<file path="src/rtl/mat_vect_requant_collect_pkg.sv">
// Shared constants and types for the requantizing vector collector.
// The parameter-dependent widths are derived through the helper functions below.
package mat_vect_requant_collect_pkg;

  localparam int DEF_N  = 2;
  localparam int DEF_DW = 8;

  // Vector buffer occupancy: none, one or both banks hold a complete vector.
  typedef enum logic [1:0] {
    OCC_EMPTY = 2'd0,
    OCC_ONE   = 2'd1,
    OCC_FULL  = 2'd2
  } occ_t;

  function automatic int req_width(input int aw);
    return aw + 1;
  endfunction

  function automatic int sat_max(input int dw);
    return (1 << dw) - 1;
  endfunction

endpackage

</file>
<file path="src/rtl/mat_vect_requant_collect_requant.sv">
// Combinational requantizer: round-half-up, right shift, unsigned saturation to DW bits.
module mat_vect_requant
  import mat_vect_requant_collect_pkg::*;
#(
  parameter int AW    = 17,
  parameter int DW    = 8,
  parameter int SHIFT = 8
) (
  input  logic [AW-1:0] din,
  output logic [DW-1:0] dout,
  output logic          sat
);

  localparam int RW  = req_width(AW);
  localparam int RSH = (SHIFT > 0) ? SHIFT - 1 : 0;
  // The extra bit keeps the rounding carry of an all-ones word.
  localparam logic [RW-1:0] RND     = (SHIFT > 0) ? (RW'(1) << RSH) : {RW{1'b0}};
  localparam logic [RW-1:0] SAT_MAX = RW'(sat_max(DW));

  logic [RW-1:0] r_s;
  logic [RW-1:0] q_s;

  // Round, shift, then clamp to the output range.
  always_comb begin
    r_s = {1'b0, din} + RND;
    q_s = r_s >> SHIFT;
    if (q_s > SAT_MAX) begin
      dout = SAT_MAX[DW-1:0];
      sat  = 1'b1;
    end else begin
      dout = q_s[DW-1:0];
      sat  = 1'b0;
    end
  end

endmodule

</file>
<file path="src/rtl/mat_vect_requant_collect.sv">
// Collects requantized dot-product rows into a ping-pong vector buffer and
// presents each complete vector in parallel to the next layer.
module mat_vect_requant_collect
  import mat_vect_requant_collect_pkg::*;
#(
  parameter int N     = DEF_N,
  parameter int DW    = DEF_DW,
  parameter int AW    = 2*DW + $clog2(N),
  parameter int SHIFT = DW
) (
  input  logic          aclk,
  input  logic          areset,
  input  logic [AW-1:0] s_axis_tdata,
  input  logic          s_axis_tvalid,
  input  logic          s_axis_tlast,
  output logic          s_axis_tready,
  output logic [DW-1:0] out_vect [0:N-1],
  output logic          out_valid,
  input  logic          out_ready,
  output logic          err_len,
  output logic          sat_flag,
  input  logic          err_clr
);

  localparam int IW = $clog2(N);
  localparam logic [IW-1:0] LAST_IDX = IW'(N-1);

  logic [DW-1:0] bank_q [0:1][0:N-1];
  logic [DW-1:0] bank_d [0:1][0:N-1];
  logic          wr_bank_q, wr_bank_d;
  logic          rd_bank_q, rd_bank_d;
  occ_t          occ_q, occ_d;
  logic [IW-1:0] idx_q, idx_d;
  logic          err_len_q, err_len_d;
  logic          sat_flag_q, sat_flag_d;
  logic          tready_q, tready_d;

  logic [DW-1:0] elem_s;
  logic          elem_sat_s;
  logic          accept_s;
  logic          rel_s;
  logic          complete_s;
  logic          len_err_s;

  mat_vect_requant #(
    .AW    (AW),
    .DW    (DW),
    .SHIFT (SHIFT)
  ) u_requant (
    .din  (s_axis_tdata),
    .dout (elem_s),
    .sat  (elem_sat_s)
  );

  assign accept_s      = s_axis_tvalid && tready_q;
  assign rel_s         = out_valid && out_ready;
  assign s_axis_tready = tready_q;
  assign out_valid     = (occ_q != OCC_EMPTY);
  assign err_len       = err_len_q;
  assign sat_flag      = sat_flag_q;

  // Present the read bank.
  always_comb begin
    for (int i = 0; i < N; i++) begin
      out_vect[i] = bank_q[rd_bank_q][i];
    end
  end

  // Next-state: bank writes/clears, pointers, occupancy and sticky flags.
  always_comb begin
    bank_d     = bank_q;
    wr_bank_d  = wr_bank_q;
    rd_bank_d  = rd_bank_q;
    idx_d      = idx_q;
    occ_d      = occ_q;
    complete_s = 1'b0;
    len_err_s  = 1'b0;

    // A released bank is zeroed so a later short vector reads back zeros.
    if (rel_s) begin
      for (int i = 0; i < N; i++) begin
        bank_d[rd_bank_q][i] = {DW{1'b0}};
      end
      rd_bank_d = ~rd_bank_q;
    end else begin
      rd_bank_d = rd_bank_q;
    end

    if (accept_s) begin
      bank_d[wr_bank_q][idx_q] = elem_s;
      len_err_s = (s_axis_tlast != (idx_q == LAST_IDX));
      if (s_axis_tlast || (idx_q == LAST_IDX)) begin
        complete_s = 1'b1;
        idx_d      = {IW{1'b0}};
        wr_bank_d  = ~wr_bank_q;
      end else begin
        idx_d = idx_q + IW'(1);
      end
    end else begin
      idx_d = idx_q;
    end

    case ({complete_s, rel_s})
      2'b10:   occ_d = (occ_q == OCC_EMPTY) ? OCC_ONE : OCC_FULL;
      2'b01:   occ_d = (occ_q == OCC_FULL) ? OCC_ONE : OCC_EMPTY;
      default: occ_d = occ_q;
    endcase

    // A new error event outranks a simultaneous clear.
    if (len_err_s) begin
      err_len_d = 1'b1;
    end else if (err_clr) begin
      err_len_d = 1'b0;
    end else begin
      err_len_d = err_len_q;
    end

    if (accept_s && elem_sat_s) begin
      sat_flag_d = 1'b1;
    end else if (err_clr) begin
      sat_flag_d = 1'b0;
    end else begin
      sat_flag_d = sat_flag_q;
    end

    tready_d = (occ_d != OCC_FULL);
  end

  // State register with synchronous reset.
  always_ff @(posedge aclk) begin
    if (areset) begin
      for (int b = 0; b < 2; b++) begin
        for (int i = 0; i < N; i++) begin
          bank_q[b][i] <= {DW{1'b0}};
        end
      end
      wr_bank_q  <= 1'b0;
      rd_bank_q  <= 1'b0;
      idx_q      <= {IW{1'b0}};
      occ_q      <= OCC_EMPTY;
      err_len_q  <= 1'b0;
      sat_flag_q <= 1'b0;
      tready_q   <= 1'b0;
    end else begin
      bank_q     <= bank_d;
      wr_bank_q  <= wr_bank_d;
      rd_bank_q  <= rd_bank_d;
      idx_q      <= idx_d;
      occ_q      <= occ_d;
      err_len_q  <= err_len_d;
      sat_flag_q <= sat_flag_d;
      tready_q   <= tready_d;
    end
  end

endmodule

</file>
<file path="config.mk">
export PLATFORM = sky130hd
export DESIGN_NAME = mat_vect_requant_collect
export DESIGN_NICKNAME = d
export VERILOG_FILES = /design/src/rtl/mat_vect_requant_collect_pkg.sv /design/src/rtl/mat_vect_requant_collect_requant.sv /design/src/rtl/mat_vect_requant_collect.sv
export SDC_FILE = /design/constraint.sdc
export NUM_CORES = 1
export LEC_CHECK = 0
export ABC_AREA = 1
export CORE_ASPECT_RATIO = 0.7
export CORE_MARGIN = 8
export CORE_UTILIZATION = 51
export DETAILED_ROUTE_END_ITERATION = 7
export HOLD_SLACK_MARGIN = 0.05
export PLACE_DENSITY = 0.76
export SLEW_MARGIN = 15
export SYNTH_ARGS = -nofsm -noshare
export SYNTH_HDL_FRONTEND = slang
export SYNTH_SLANG_ARGS = --single-unit
</file>
<file path="constraint.sdc">
create_clock -name aclk -period 2.1 [get_ports aclk]
set_input_delay 0.315 -clock aclk [delete_from_list [all_inputs] [get_ports aclk]]
set_output_delay 0.315 -clock aclk [all_outputs]
set_load 0.02 [all_outputs]
</file>
Yosys cells after proc, flatten, opt, wreduce, memory -nomap -nowiden
Index checks and enable logic that the tools add are counted.
- register bits after elaboration: 40
- bits of input ports: 23
- output and inout bits: 20
- word-level logic and storage cells: 72
- add/subtract/negate cells: 2
- $lt $le $gt $ge: 7
- equality and inequality tests: 5
- mux-type cells: 26
- bitwise logic cells: 9
- reduce and logical (&&, ||, !) cells: 12
- operators with widths (cell ; count):
    two-way mux 16 bit ; 5
    AND 32 bit ; 2
    two-way mux 32 bit ; 2
    NOT 32 bit ; 2
    demux 16 bit (select 1 bit) ; 3
    bitwise mux 32 bit ; 1
    two-way mux 8 bit ; 3
    adder 17 x 8 -> 18 bit (second input constant) ; 1
    > comparator 10 x 8 -> 1 bit (second input constant) ; 1
    two-way mux 1 bit ; 9
    demux 8 bit (select 1 bit) ; 1
    greater-or-equal comparator 2 bit (second input constant) ; 3
    logical AND 1 bit ; 6
    less-than comparator 2 x 1 -> 1 bit (second input constant) ; 3
    NOT 1 -> 2 bit ; 3
    nonzero test 2 bit ; 3
    equality test 2 bit (second input constant) ; 2
    case mux 2 bit (2 select lines) ; 1
    equality test 2 x 1 -> 1 bit (second input constant) ; 1
    logical NOT 2 bit ; 1
    two-way mux 2 bit ; 1
    inequality test 2 bit (second input constant) ; 1
    NOT 1 bit ; 2
    AND reduction 2 bit ; 1
    other kinds (3) ; 3

Longest topological paths before layout
Gate-level depths: netlist (run 1).
- depth after elaboration: 11
- gate-level depth with buffers: 10
- mapped depth without buffers: 10

Cells and area by module
A second synthesis (run 1) with hierarchy kept.
- cell total of the unflattened synthesis: 336
- area, all modules: 2183.3 µm²
- modules (own cells, without submodules) (module ; instances ; cells each ; area an instance (µm²) ; sequential area each (µm²)):
    mat_vect_requant_collect ; 1 ; 289 ; 1930.6 ; 800.8
    mat_vect_requant ; 1 ; 47 ; 252.7 ; 0.0

Worst setup path after synthesis (run 1)
Ideal clock, no wire load.
- path type: flip-flop to flip-flop
- start point: reg idx_q
- end point: reg tready_q (netlist: s_axis_tready)
- library setup time: 114 ps
- arrival time: 1487 ps
- data required time: 1986 ps
- slack: 499 ps
- cell stages (with the launch flop): 9
- path buffers: 0
- period minus slack after synthesis: 1601 ps
- cells stage by stage: dfxtp_1 -> inv_2 -> ha_1 -> nor2_1 -> ha_1 -> nor2_1 -> a22oi_1 -> nand2_1 -> nand2_1
- longest elaborated chain between the ends: 6
- elaborated cells between the ends (all ways): 7
- classes of those cells: eq/ne (3); mux (3); reduce/logical (1)
- ends and longest elaborated chain (element ; line ; text):
    from (decl) ; mat_vect_requant_collect.sv:33 ; logic [IW-1:0] idx_q, idx_d;
    from (signal assigned) ; mat_vect_requant_collect.sv:139 ; idx_q <= {IW{1'b0}};
    from (signal assigned) ; mat_vect_requant_collect.sv:148 ; idx_q <= idx_d;
    logical OR 1 bit * ; mat_vect_requant_collect.sv:92 ; if (s_axis_tlast || (idx_q == LAST_IDX)) begin
    two-way mux 1 bit * ; mat_vect_requant_collect.sv:92 ;
    two-way mux 1 bit * ; mat_vect_requant_collect.sv:89 ; if (accept_s) begin
    named net complete_s ; mat_vect_requant_collect.sv:42 ; logic complete_s;
    equality test 2 x 1 -> 1 bit / equality test 2 bit (equally long branches) ; mat_vect_requant_collect.sv:103 ; case ({complete_s, rel_s})
    case mux 2 bit (2 select lines) * ; mat_vect_requant_collect.sv:103 ;
    inequality test 2 bit * ; mat_vect_requant_collect.sv:126 ; tready_d = (occ_d != OCC_FULL);
    to (signal assigned) ; mat_vect_requant_collect.sv:152 ; tready_q <= tready_d;
    to (decl) ; mat_vect_requant_collect.sv:36 ; logic tready_q, tready_d;
Mark *: on every way through the listed nets, which the timed path passes. The rest lies on a longest branch.
A chain may end at the register's enable or synchronous reset.

==> reports/summary.md, run 1 <==
The run finished with clean final reports. The core region is 4230 µm². After clock tree synthesis, the setup repair step added 0 buffers. The initialized floorplan defines 20 standard-cell rows. TritonCTS built the clock tree. The share of synthesized area occupied by flip-flops and latches came out at 0.366.

The I/O pin total came out at 43. The synthesized netlist contains 31 unique library cells. The clock network latency to the later pin of the worst-skew pair is 0.29 ns. The tools report the initial antenna violation count as 0. Derived from the worst setup path, the maximum achievable clock frequency is 0.500 GHz. The most used flip-flop cell after synthesis is sky130_fd_sc_hd__dfxtp_1. The number of detailed-routing iterations run before antenna repair is 4. The tools report the number of max-slew violations in the final report as 0. Routability-driven placement finished with a final weighted congestion of 0.805. Entering global routing, the biggest net connects 33 pins.

The number of buffers created by CTS is 5. The floorplan step defined a die boundary enclosing 6680 µm². The count of buffers added on input and output ports is 35.

Setup violations remaining at the end of the flow were counted as 0. The layout cell share with drive strength beyond 1 is 0.0892. In this run the mean area of a mapped cell was 6.69 µm². The worst register-to-register path has a setup slack of 0.36 ns. The logs give 40 for the total clock sinks and 2007 for the via count of the first global-routing pass. The worst setup path is captured at an output port. The vias after detailed routing is 2157. The final-report hold violation count is 0, and the chip width is 94.3 µm. The effective utilization at floorplan is 0.517, and the max-cap violation count is 0. In this run the remaining antenna-violating nets after routing total 0. The fraction of registers with async set/reset was 0. The run gives 0.100 ns as the final setup slack of the worst path. After the last flow step, the layout net total stands at 396. The clock-pin slew of the registers on the worst-case setup and hold paths came out at 0.08 ns. Yosys printed 0 warnings. For the number of fill cells, the log shows 394. The tools report the cell area reported after detailed placement as 2640 µm².

The wire-length estimate of the detail-placed layout is 3.87 mm. The instance count after placement with tap cells included is 417. The number of diodes is 0, and the final cell count without fillers is 425. The number of design-rule violations left by the first detailed-router iteration came out at 237. The all-layer global routing usage was 0.172. Root buffer cell: sky130_fd_sc_hd__clkbuf_8. The run gives 0.00626 ns as the setup clock skew after layout.

The worst setup path is launched from a register. The number of H-tree levels was 2; the total design power was 1.78 mW. The arrival time at the worst endpoint is 1.68 ns.

Setup repair after global routing left no endpoint under its margin. The die is 70.8 µm tall. After synthesis the netlist holds a flip-flop and latch count of 40.

The tools report the wire length of the first global-routing pass as 9.37 mm. The via-per-instance ratio is 5.08. Aggregate global routing overflow: 0.

The critical path is of the register to output port type. The total negative setup slack came out at 0 ns. When the netlist entered floorplanning its net count stood at 354. At the placement stage, the worst setup path has a slack of 0.104 ns.

The maximum vdd ir drop is 0.336 mV. The clock passes through at most 2 buffers. The required arrival time at the worst endpoint is 1.78 ns, and the clock period minus final worst setup slack is 2.00 ns. The wire length per cell after detailed routing works out to 12.9 µm. The run gives 0 as the remaining design rule violation count. The analysis attributes to cell leakage a power of 1.45 nW. The post-synthesis instance area was 2190 µm²; the area growth from synthesis to final layout was 27.6%. For the pin with the worst max-slew slack, the measured transition is 0.602 ns.

The portion of the clock cycle consumed by the worst path in the final layout came out at 0.952. Counting flops with a built-in enable in the synthesized netlist gives 0. The max-slew headroom at the worst pin was 0.598; the cell count after synthesis was 327. The finished cells cover 2790 µm².

The largest fanout on the critical path came out at 24. The tightest min-delay check is of the register to register type. Power per unit of standard cell area: 637 nW/µm². The routed design has 5.49 mm of wire.
==> stage by stage <==
| stage | util | hold WS (ns) |
|---|---|---|
| after floorplan | - | 0.490 |
| after CTS | 0.654 | 0.475 |
| final | 0.660 | 0.470 |
| after global routing | 0.660 | 0.492 |
| after detailed placement | 0.625 | 0.455 |
| after global placement | 0.625 | 0.455 |
==> cells in the mapped netlist, types with 2 or more instances <==
| cell | n | area (µm²) |
|---|---|---|
| sky130_fd_sc_hd__xnor2_1 | 3 | 26.3 |
| sky130_fd_sc_hd__buf_6 | 3 | 33.8 |
| sky130_fd_sc_hd__o21ai_0 | 27 | 135 |
| sky130_fd_sc_hd__clkbuf_1 | 5 | 18.8 |
| sky130_fd_sc_hd__nand2_1 | 82 | 308 |
| sky130_fd_sc_hd__nand2_2 | 4 | 25.0 |
| sky130_fd_sc_hd__o21bai_1 | 2 | 15.0 |
| sky130_fd_sc_hd__ha_1 | 4 | 50.1 |
| sky130_fd_sc_hd__inv_1 | 63 | 236 |
| sky130_fd_sc_hd__inv_2 | 3 | 11.3 |
| sky130_fd_sc_hd__a21oi_1 | 20 | 100 |
| sky130_fd_sc_hd__xor2_1 | 2 | 17.5 |
| sky130_fd_sc_hd__nand4_1 | 2 | 12.5 |
| sky130_fd_sc_hd__o21ai_1 | 7 | 35.0 |
| sky130_fd_sc_hd__dfxtp_1 | 40 | 801 |
| sky130_fd_sc_hd__nor2_1 | 9 | 33.8 |
| sky130_fd_sc_hd__nor3_4 | 3 | 48.8 |
| sky130_fd_sc_hd__nand3_1 | 35 | 175 |
==> final timing paths <==
kind	start	depth (start not counted)	to
max	rd_bank_q	4	out_vect[10]
min	err_len	2	err_len
max reg2reg	idx_q	7	s_axis_tready
min reg2reg	err_len	2	err_len
==> worst max-delay path: stages (launching register included) <==
cell and delay [ns]:
sky130_fd_sc_hd__dfxtp_1 0.32, sky130_fd_sc_hd__clkinv_1 0.10, sky130_fd_sc_hd__buf_12 0.18, sky130_fd_sc_hd__o21ai_0 0.16, sky130_fd_sc_hd__clkdlybuf4s50_1 0.63
==> report_power, final <==
part	switching, mW	internal, mW
Sequential	0.0167	0.787
Clock	0.268	0.420
Combinational	0.166	0.121
==> registers in the layout, summed over array words and instances, names as in the netlist <==
signal / count
occ_q: 2
err_len: 1
idx_q: 1
rd_bank_q: 1
bank_q: 32
sat_flag: 1
wr_bank_q: 1
s_axis_tready: 1
==> area by class of cell <==
| class | count | area (µm²) | share of cell area |
|---|---|---|---|
| well taps | 55 | 68.8 | 0.0246 |
| repair buffers | 45 | 474 | 0.170 |
| clock inverters | 1 | 30.0 | 0.0108 |
| multi-input cells | 210 | 1070 | 0.384 |
| inverters | 67 | 251 | 0.0901 |
| flip-flops and latches | 40 | 801 | 0.287 |
| clock buffers | 7 | 96.3 | 0.0345 |
==> cells in the final DEF, fill, tap and decap left out, drive strengths merged <==
master         instances
o21ai                 35
a21o                   1
a31oi                  1
clkdlybuf4s50         24
dlymetal6s2s          10
nand2                 87
ha                     4
buf                   10
nor2                  10
o21a                   1
a211oi                 1
xor2                   2
dfxtp                 40
o21bai                 2
bufinv                 1
clkbuf                 7
nand3b                 1
a22oi                  1
nand4                  2
a21oi                 20
xnor2                  3
dlygate4sd2            1
nand3                 36
clkinv                 1
inv                   66
nor3                   3
==> per-layer routing <==
metal  global-route usage  vias up  wire length, µm
li1                     -     1109                -
met1                0.233      983             2670
met3               0.0359        4              310
met5                    0        -                0
met4               0.0420        0               29
met2                0.271       61             2480
==> kinds of logic after synthesis <==
kind of cell    count (synthesis)  synth area share
flops                          40             0.366
xor+xnor                        5            0.0200
simple gates                  139             0.292
buf+inv                        77             0.145
fa+ha+maj                       4            0.0229
compound gates                 62             0.155
==> repair_timing <==
item / in CTS / in global routing
setup endpoints to repair: 1 / 10
cloned: 0 / 0
resized for setup: 1 / 10
hold buffers: 0 / 0
No activity file was read; power rests on OpenSTA's default activity.
==> run 2, diff against run 1 <==
--- a/config.mk
+++ b/config.mk
@@ -8,10 +8,11 @@
 export ABC_AREA = 1
 export CORE_ASPECT_RATIO = 0.7
 export CORE_MARGIN = 8
-export CORE_UTILIZATION = 51
+export CORE_UTILIZATION = 35
 export DETAILED_ROUTE_END_ITERATION = 7
+export GPL_TIMING_DRIVEN = 0
 export HOLD_SLACK_MARGIN = 0.05
-export PLACE_DENSITY = 0.76
+export PLACE_DENSITY = 0.55
 export SLEW_MARGIN = 15
 export SYNTH_ARGS = -nofsm -noshare
 export SYNTH_HDL_FRONTEND = slang
==> run 2 against run 1 <==
  * Maximum frequency rose by 7.3%
  * Highest routed layer unchanged
  * Clock power shrank 22%
  * Global-route usage is 3.2 points lower
  * Setup slack improved by 0.14 ns
  * Flip-flop and latch count did not move
  * Routed wire length grew 8.8%
  * Combinational power is 4% lower
  * Non-clock buffer count did not move
  * Clock skew is 0.0014 ns lower
  * Register-to-register slack got worse by 0.11 ns
  * Sequential power about the same
  * Worst hold slack improved by 0.0021 ns
==> reports/summary.md, run 2 (same netlist as run 1, synthesis figures left out) <==
The run finished with clean final reports. The number of max-slew violations in the final report was 0 (unchanged). The largest net degree at the start of global routing was 12 (-64%); the static leakage was 1.34 nW (-7.9%).

The number of H-tree levels was 2 (unchanged); the pre-CTS worst setup slack was -0.0101 ns (-0.114 ns). The final estimated routing congestion in global placement was 0.851 (+5.8%). The final-report hold violation count came out at 0 (unchanged). The library cells used most frequently in the layout, excluding fill and tap cells, are 82 x sky130_fd_sc_hd__nand2_1, 63 x sky130_fd_sc_hd__inv_1, 40 x sky130_fd_sc_hd__dfxtp_1.

The final setup slack of the worst path is 0.237 ns (+0.136 ns). The area enclosed by the die boundary is 9080 µm² (+36%). The worst setup path is captured at an output port. Setup repair after global routing left no endpoint under its margin. The vias after detailed routing was 2105 (-2.4%); the maximum buffer depth of the clock tree was 2 (unchanged). Remaining design rule violation count: 0 (unchanged). In this run the worst hold path is classified as register to register. The run gives 0.192 mV (-43%) as the maximum vdd ir drop. The clock network latency to the later pin of the worst-skew pair was 0.30 ns (about the same).

The number of port buffers was 35 (unchanged). The layout cell share with drive strength beyond 1 is 0.0811 (-0.00811). The net count of the finished layout was 396 (unchanged); the total number of placement rows was 24 (+20%). The total half-perimeter wirelength after legalization and detailed placement came out at 4.61 mm (+19%). TritonCTS built the clock tree.

The largest fanout on the critical path came out at 10 (-58%). The portion of the clock cycle consumed by the worst path in the final layout came out at 0.887 (-0.0649). The final cell count without fillers came out at 448 (+5.4%). The number of detailed-routing iterations run before antenna repair was 5 (+1); the via-per-instance ratio was 4.70 (-7.4%).

Leaving out fill and tap cells, the most frequent cell in the layout is sky130_fd_sc_hd__nand2_1. The worst reg2reg path depth was 7 (unchanged). The total clock sinks is 40 (unchanged), and the number of buffers added for setup after CTS is 0 (unchanged). The run gives 5 (unchanged) as the number of buffers created by CTS. The chip width is 111 µm (+17%). The logs give 10.4 mm (+10%) for the wire length of the first global-routing pass and 0.00482 ns (-0.00144 ns) for the setup clock skew after layout. The clock-pin slew of the registers on the worst-case setup and hold paths was 0.08 ns (about the same). The largest registers in the layout are bank_q (32), occ_q (2). The depth of the worst hold-timing path was 2 (unchanged). The startpoint-to-endpoint class of the critical path was register to output port. The register with the highest flop count was bank_q. For the number of design-rule violations left by the first detailed-router iteration, the log shows 160 (-32%).

The tools report the instance count after placement with tap cells included as 440 (+5.5%). The core outline area came out at 6130 µm² (+45%). The die height is 82.2 µm (+16%). Number of diodes: 0 (unchanged). The kind of launch point of the worst setup path is a register. The run gives 0.576 (-0.0215) as the max-slew headroom at the worst pin. The clock period minus final worst setup slack was 1.86 ns (-0.136 ns); the power per unit of standard cell area was 595 nW/µm² (-6.6%). The logs give 5.98 mm (+8.8%) for the final routed wirelength across all metal layers and 1.78 ns (about the same) for the required arrival time at the worst endpoint. For the effective utilization at floorplan, the log shows 0.357 (-0.160). The flip-flop count of the largest register, all copies and words added was 32 (unchanged); the arrival time at the worst endpoint was 1.55 ns (-0.13 ns).

Total of endpoints with negative setup slack in the final report: 0 (unchanged). The area growth from synthesis to final layout is 24.4%, and the all-layer global routing usage is 0.140 (-0.0320). I/O pin total: 43 (unchanged). The wire length per cell after detailed routing was 13.3 µm (+3.3%). For the aggregate global routing overflow, the log shows 0 (unchanged). The slew at the pin closest to its max-slew limit works out to 0.631 ns (+0.0291 ns).

The initial antenna violation count came out at 0 (unchanged). The tools report the max-cap violation count as 0 (unchanged). The remaining antenna violation count is 0 (unchanged), and the maximum frequency from static timing analysis is 0.537 GHz (+7.3%).

The via count of the first global-routing pass is 2101 (+4.7%). The root buffer cell is sky130_fd_sc_hd__clkbuf_8. The total design power came out at 1.62 mW (-9.0%).
run 2: cell type report:
cell class                 count  area (µm²)
sequential                    40         801
inverter                      67         253
tap                           78        97.6
fill                         678        3400
multi-input combinational    210        1070
clock buffer                   8        90.1
buffer                        10        71.3
timing repair buffer          35         338
run 2: critical path: stages (launching register included):
cell,delay (ns)
sky130_fd_sc_hd__dfxtp_1,0.34
sky130_fd_sc_hd__clkinv_2,0.12
sky130_fd_sc_hd__clkbuf_2,0.21
sky130_fd_sc_hd__o21ai_0,0.22
sky130_fd_sc_hd__dlygate4sd2_1,0.36
run 2: power breakdown:
| part | internal [mW] | switching [mW] |
|---|---|---|
| Combinational | 0.106 | 0.169 |
| Sequential | 0.787 | 0.0175 |
| Clock | 0.268 | 0.271 |
run 2: worst paths after layout:
check                                from            end  slack (ns)
worst max-delay path            rd_bank_q    out_vect[3]        0.24
worst min-delay path              err_len        err_len        0.47
worst max register to register      idx_q  s_axis_tready        0.25
worst min register to register    err_len        err_len        0.47
run 2: repair_timing:
action                                  4_1_cts  5_1_grt
endpoints found under the setup margin       16        2
cloned                                        0        0
hold buffers                                  0        0
resized for setup                            19        2
run 2: metrics by stage:
stage	instance area, µm²	utilization	TNS, ns	hold slack (ns)
3_5_place_dp	2640	0.430	-0.0101	0.452
4_1_cts	2720	0.443	0	0.474
2_1_floorplan	2190	-	0	0.490
5_1_grt	2720	0.444	0	0.513
3_3_place_gp	2640	0.430	0	0.458
6_report	2720	0.444	0	0.472
run 2: routing by layer:
| layer | wire, µm | global-route usage | vias to the layer above |
|---|---|---|---|
| met5 | 0 | 0 | - |
| met3 | 370 | 0.0332 | 7 |
| li1 | - | - | 1109 |
| met1 | 3170 | 0.195 | 932 |
| met4 | 80 | 0.0577 | 0 |
| met2 | 2350 | 0.205 | 57 |
==> run 3, diff against run 2 <==
--- a/config.mk
+++ b/config.mk
@@ -10,9 +10,10 @@
 export CORE_MARGIN = 8
 export CORE_UTILIZATION = 35
 export DETAILED_ROUTE_END_ITERATION = 7
+export DONT_BUFFER_PORTS = 1
 export GPL_TIMING_DRIVEN = 0
 export HOLD_SLACK_MARGIN = 0.05
-export PLACE_DENSITY = 0.55
+export PLACE_DENSITY = 0.46
 export SLEW_MARGIN = 15
 export SYNTH_ARGS = -nofsm -noshare
 export SYNTH_HDL_FRONTEND = slang
==> run 3 against run 2 <==
  * The run now ends with setup timing left
  * Total power rose by 7.3%
  * Cell count is 7.8% lower
  * Global-route usage grew 0.44 points
  * Setup slack got worse by 0.25 ns
  * Critical endpoint is now out_vect[8]
  * Die area unchanged
  * Flip-flop and latch count did not move
==> reports/summary.md, run 3 (same netlist as run 1, synthesis figures left out) <==
The run finished, with violations left. The checks that failed: setup timing. The all-layer global routing usage came out at 0.145 (+0.00435). The initial antenna violation count came out at 0 (unchanged).

Traced cell by cell, the critical path runs through clkinv_1, clkbuf_1, o21ai_0. The maximum vdd ir drop was 0.316 mV (+65%). The most common cell after layout, fill and taps aside was sky130_fd_sc_hd__nand2_1.

For the clock network latency to the later pin of the worst-skew pair, the log shows 0.30 ns (about the same). The clock period minus final worst setup slack is 2.11 ns (+0.251 ns). In the layout the commonest cells are 82 x sky130_fd_sc_hd__nand2_1, 63 x sky130_fd_sc_hd__inv_1, 40 x sky130_fd_sc_hd__dfxtp_1. The number of buffers created by CTS was 5 (unchanged).

The worst setup path is launched from a register. The remaining design rule violation count is 0 (unchanged). The switching part of the total power is 0.270 (-0.0122). The sum of routed wire segments on met1 was 3.35 mm (+5.6%). The run gives 1.80 ns (+0.25 ns) as the arrival time at the worst endpoint. The logic gate share of total power was 0.124 (-0.046); the maximum frequency from static timing analysis was 0.473 GHz (-12%). The internal power component is 1.27 mW (+9.2%), and the number of detailed-routing iterations run before antenna repair is 4 (-1). Post-layout utilization of the core: 0.394 (-0.0504). The setup clock skew after layout is 0.00832 ns (+0.00350 ns), and the slew at the pin closest to its max-slew limit is 0.725 ns (+0.0943 ns). Largest fanout on the critical path: 10 (unchanged). The largest net degree at the start of global routing came out at 13 (+1).

The number of diodes came out at 0 (unchanged). The total of endpoints with negative setup slack in the final report is 1 (+1), and the flip-flop count of the largest register, all copies and words added is 32 (unchanged). For the fraction of power consumed by sequential logic, the log shows 0.466 (-0.031). The final estimated routing congestion in global placement came out at 0.807 (-5.2%).

The run gives 40 (unchanged) as the total clock sinks. TritonCTS built the clock tree. The chip width came out at 111 µm (unchanged).

The tools report the final-report hold violation count as 0 (unchanged). Startpoint-to-endpoint class of the critical path: register to output port. The power per unit of standard cell area came out at 720 nW/µm² (+21%). The highest metal layer carrying signal wires in the routed design is met4.

Area enclosed by the die boundary: 9080 µm² (unchanged). For the final setup slack of the worst path, the log shows -0.0145 ns (-0.251 ns). Critical path's largest stage delay: 0.65 ns (+0.29 ns). The tools report the core outline area as 6130 µm² (unchanged). The slowest stage of the critical path belongs to the cell sky130_fd_sc_hd__o21ai_0. The number of port buffers is 0 (-100%). The maximum buffer depth of the clock tree is 2 (unchanged). The via-per-instance ratio works out to 4.71 (+0.33%). Cell area reported after detailed placement: 2290 µm² (-13%). The remaining antenna violation count is 0 (unchanged).

Worst hold-check path type: primary input to register. The clock share of power was 0.410 (+0.077). The layout cell share with drive strength beyond 1 came out at 0.0836 (+0.00250).

The hold buffer count at cts was 0 (unchanged). The vias after detailed routing is 1947 (-7.5%). The tools report the I/O pin total as 43 (unchanged). The clock-pin slew of the registers on the worst-case setup and hold paths is 0.08 ns (about the same), and the wire length per cell after detailed routing is 15.4 µm (+15%).

The net count of the finished layout came out at 361 (-8.8%). Post-layout instance area: 2410 µm² (-11%). The reported net switching power is 0.470 mW (+2.7%), and the length of routed met2 wiring is 2.63 mm (+12%). The tools report the number of fill cells as 698 (+2.9%).

The total number of placement rows came out at 24 (unchanged). The logs give 315 µm (-15%) for the met3 layer wire length in the routed design and 1.78 ns (about the same) for the required arrival time at the worst endpoint. Max-cap violation count: 0 (unchanged). The via count of the first global-routing pass was 1982 (-5.7%). The area growth from synthesis to final layout was 10.2%; the number of H-tree levels was 2 (unchanged). The root buffer cell chosen for the clock tree is sky130_fd_sc_hd__clkbuf_8. The effective utilization at floorplan was 0.357 (unchanged). The number of design-rule violations left by the first detailed-router iteration was 83 (-48%); the max-slew headroom at the worst pin was 0.511 (-0.0649). The portion of the clock cycle consumed by the worst path in the final layout is 1.01 (+0.120). In the final layout, the registers with the most flip-flops are bank_q (32), occ_q (2). The total half-perimeter wirelength after legalization and detailed placement is 4.73 mm (+2.6%).

The static leakage is 1.12 nW (-16%). Setup repair after global routing could not meet its margin everywhere. For the aggregate global routing overflow, the log shows 0 (unchanged). Counting flops per register, the top entry is bank_q.

The worst setup path is captured at an output port. The number of max-slew violations in the final report came out at 0 (unchanged). The final routed wirelength across all metal layers was 6.36 mm (+6.4%); the die height was 82.2 µm (unchanged). The wire length of the first global-routing pass is 10.4 mm (+0.33%).
==> run 3: cell count changes in the layout (fill, tap and decap cells not counted), moves of 2 or more <==
cell	previous run	this run
sky130_fd_sc_hd__clkbuf_2	3	1
sky130_fd_sc_hd__o21ai_1	7	17
sky130_fd_sc_hd__dlygate4sd2_1	14	0
sky130_fd_sc_hd__dlymetal6s2s_1	2	0
sky130_fd_sc_hd__o21ai_0	27	17
sky130_fd_sc_hd__clkdlybuf4s50_1	19	0
==> run 3: what timing repair did <==
item,in CTS,in global routing
gates resized for setup,5,5
setup buffers,0,0
setup endpoints to repair,11,8
==> run 3: worst paths after layout <==
kind	start	endpoint	slack, ns	cells after the start
max reg2reg	idx_q	s_axis_tready	0.21	7
min reg2reg	wr_bank_q	wr_bank_q	0.55	1
max	rd_bank_q	out_vect[8]	-0.01	3
min	err_clr	sat_flag	0.19	3
==> run 3: cell type report <==
cell class	count	area (µm²)	area share
clock buffers	7	96.3	0.0399
flip-flops and latches	40	801	0.332
clock inverters	1	30.0	0.0124
multi-input cells	210	1070	0.444
plain buffers	10	65.1	0.0270
well taps	78	97.6	0.0405
inverters	67	251	0.104
==> run 3: critical path, delay by kind of cell (launching register included) <==
family          cells  cell delay [ns]
buf+inv             2             0.53
compound gates      1             0.65
flops               1             0.32
==> run 3: metal layers <==
layer | up-vias | track usage
met3 | 7 | 0.0310
met1 | 866 | 0.198
li1 | 1034 | -
met2 | 40 | 0.227
met5 | - | 0
met4 | 0 | 0.0403
==> run 3: power by group through the flow <==
stage / Combinational, mW / Clock, mW / Sequential [mW]
after detailed placement: 0.215 / 0 / 0.828
after CTS: 0.216 / 0.724 / 0.810
final: 0.215 / 0.712 / 0.810
after global routing: 0.240 / 0.761 / 0.814
after floorplan: 0.162 / 0 / 0.822
after global placement: 0.214 / 0 / 0.828
==> run 3: metrics by stage <==
step	hold slack, ns	total power [mW]	worst slack (ns)	setup TNS (ns)	cells
4_1_cts	0.182	1.75	-0.0484	-0.239	413
6_report	0.186	1.74	-0.0145	-0.0145	413
3_3_place_gp	0.503	1.04	0.179	0	405
3_5_place_dp	0.505	1.04	0.184	0	405
5_1_grt	0.207	1.82	-0.110	-0.321	413
2_1_floorplan	0.490	0.984	0.499	0	327
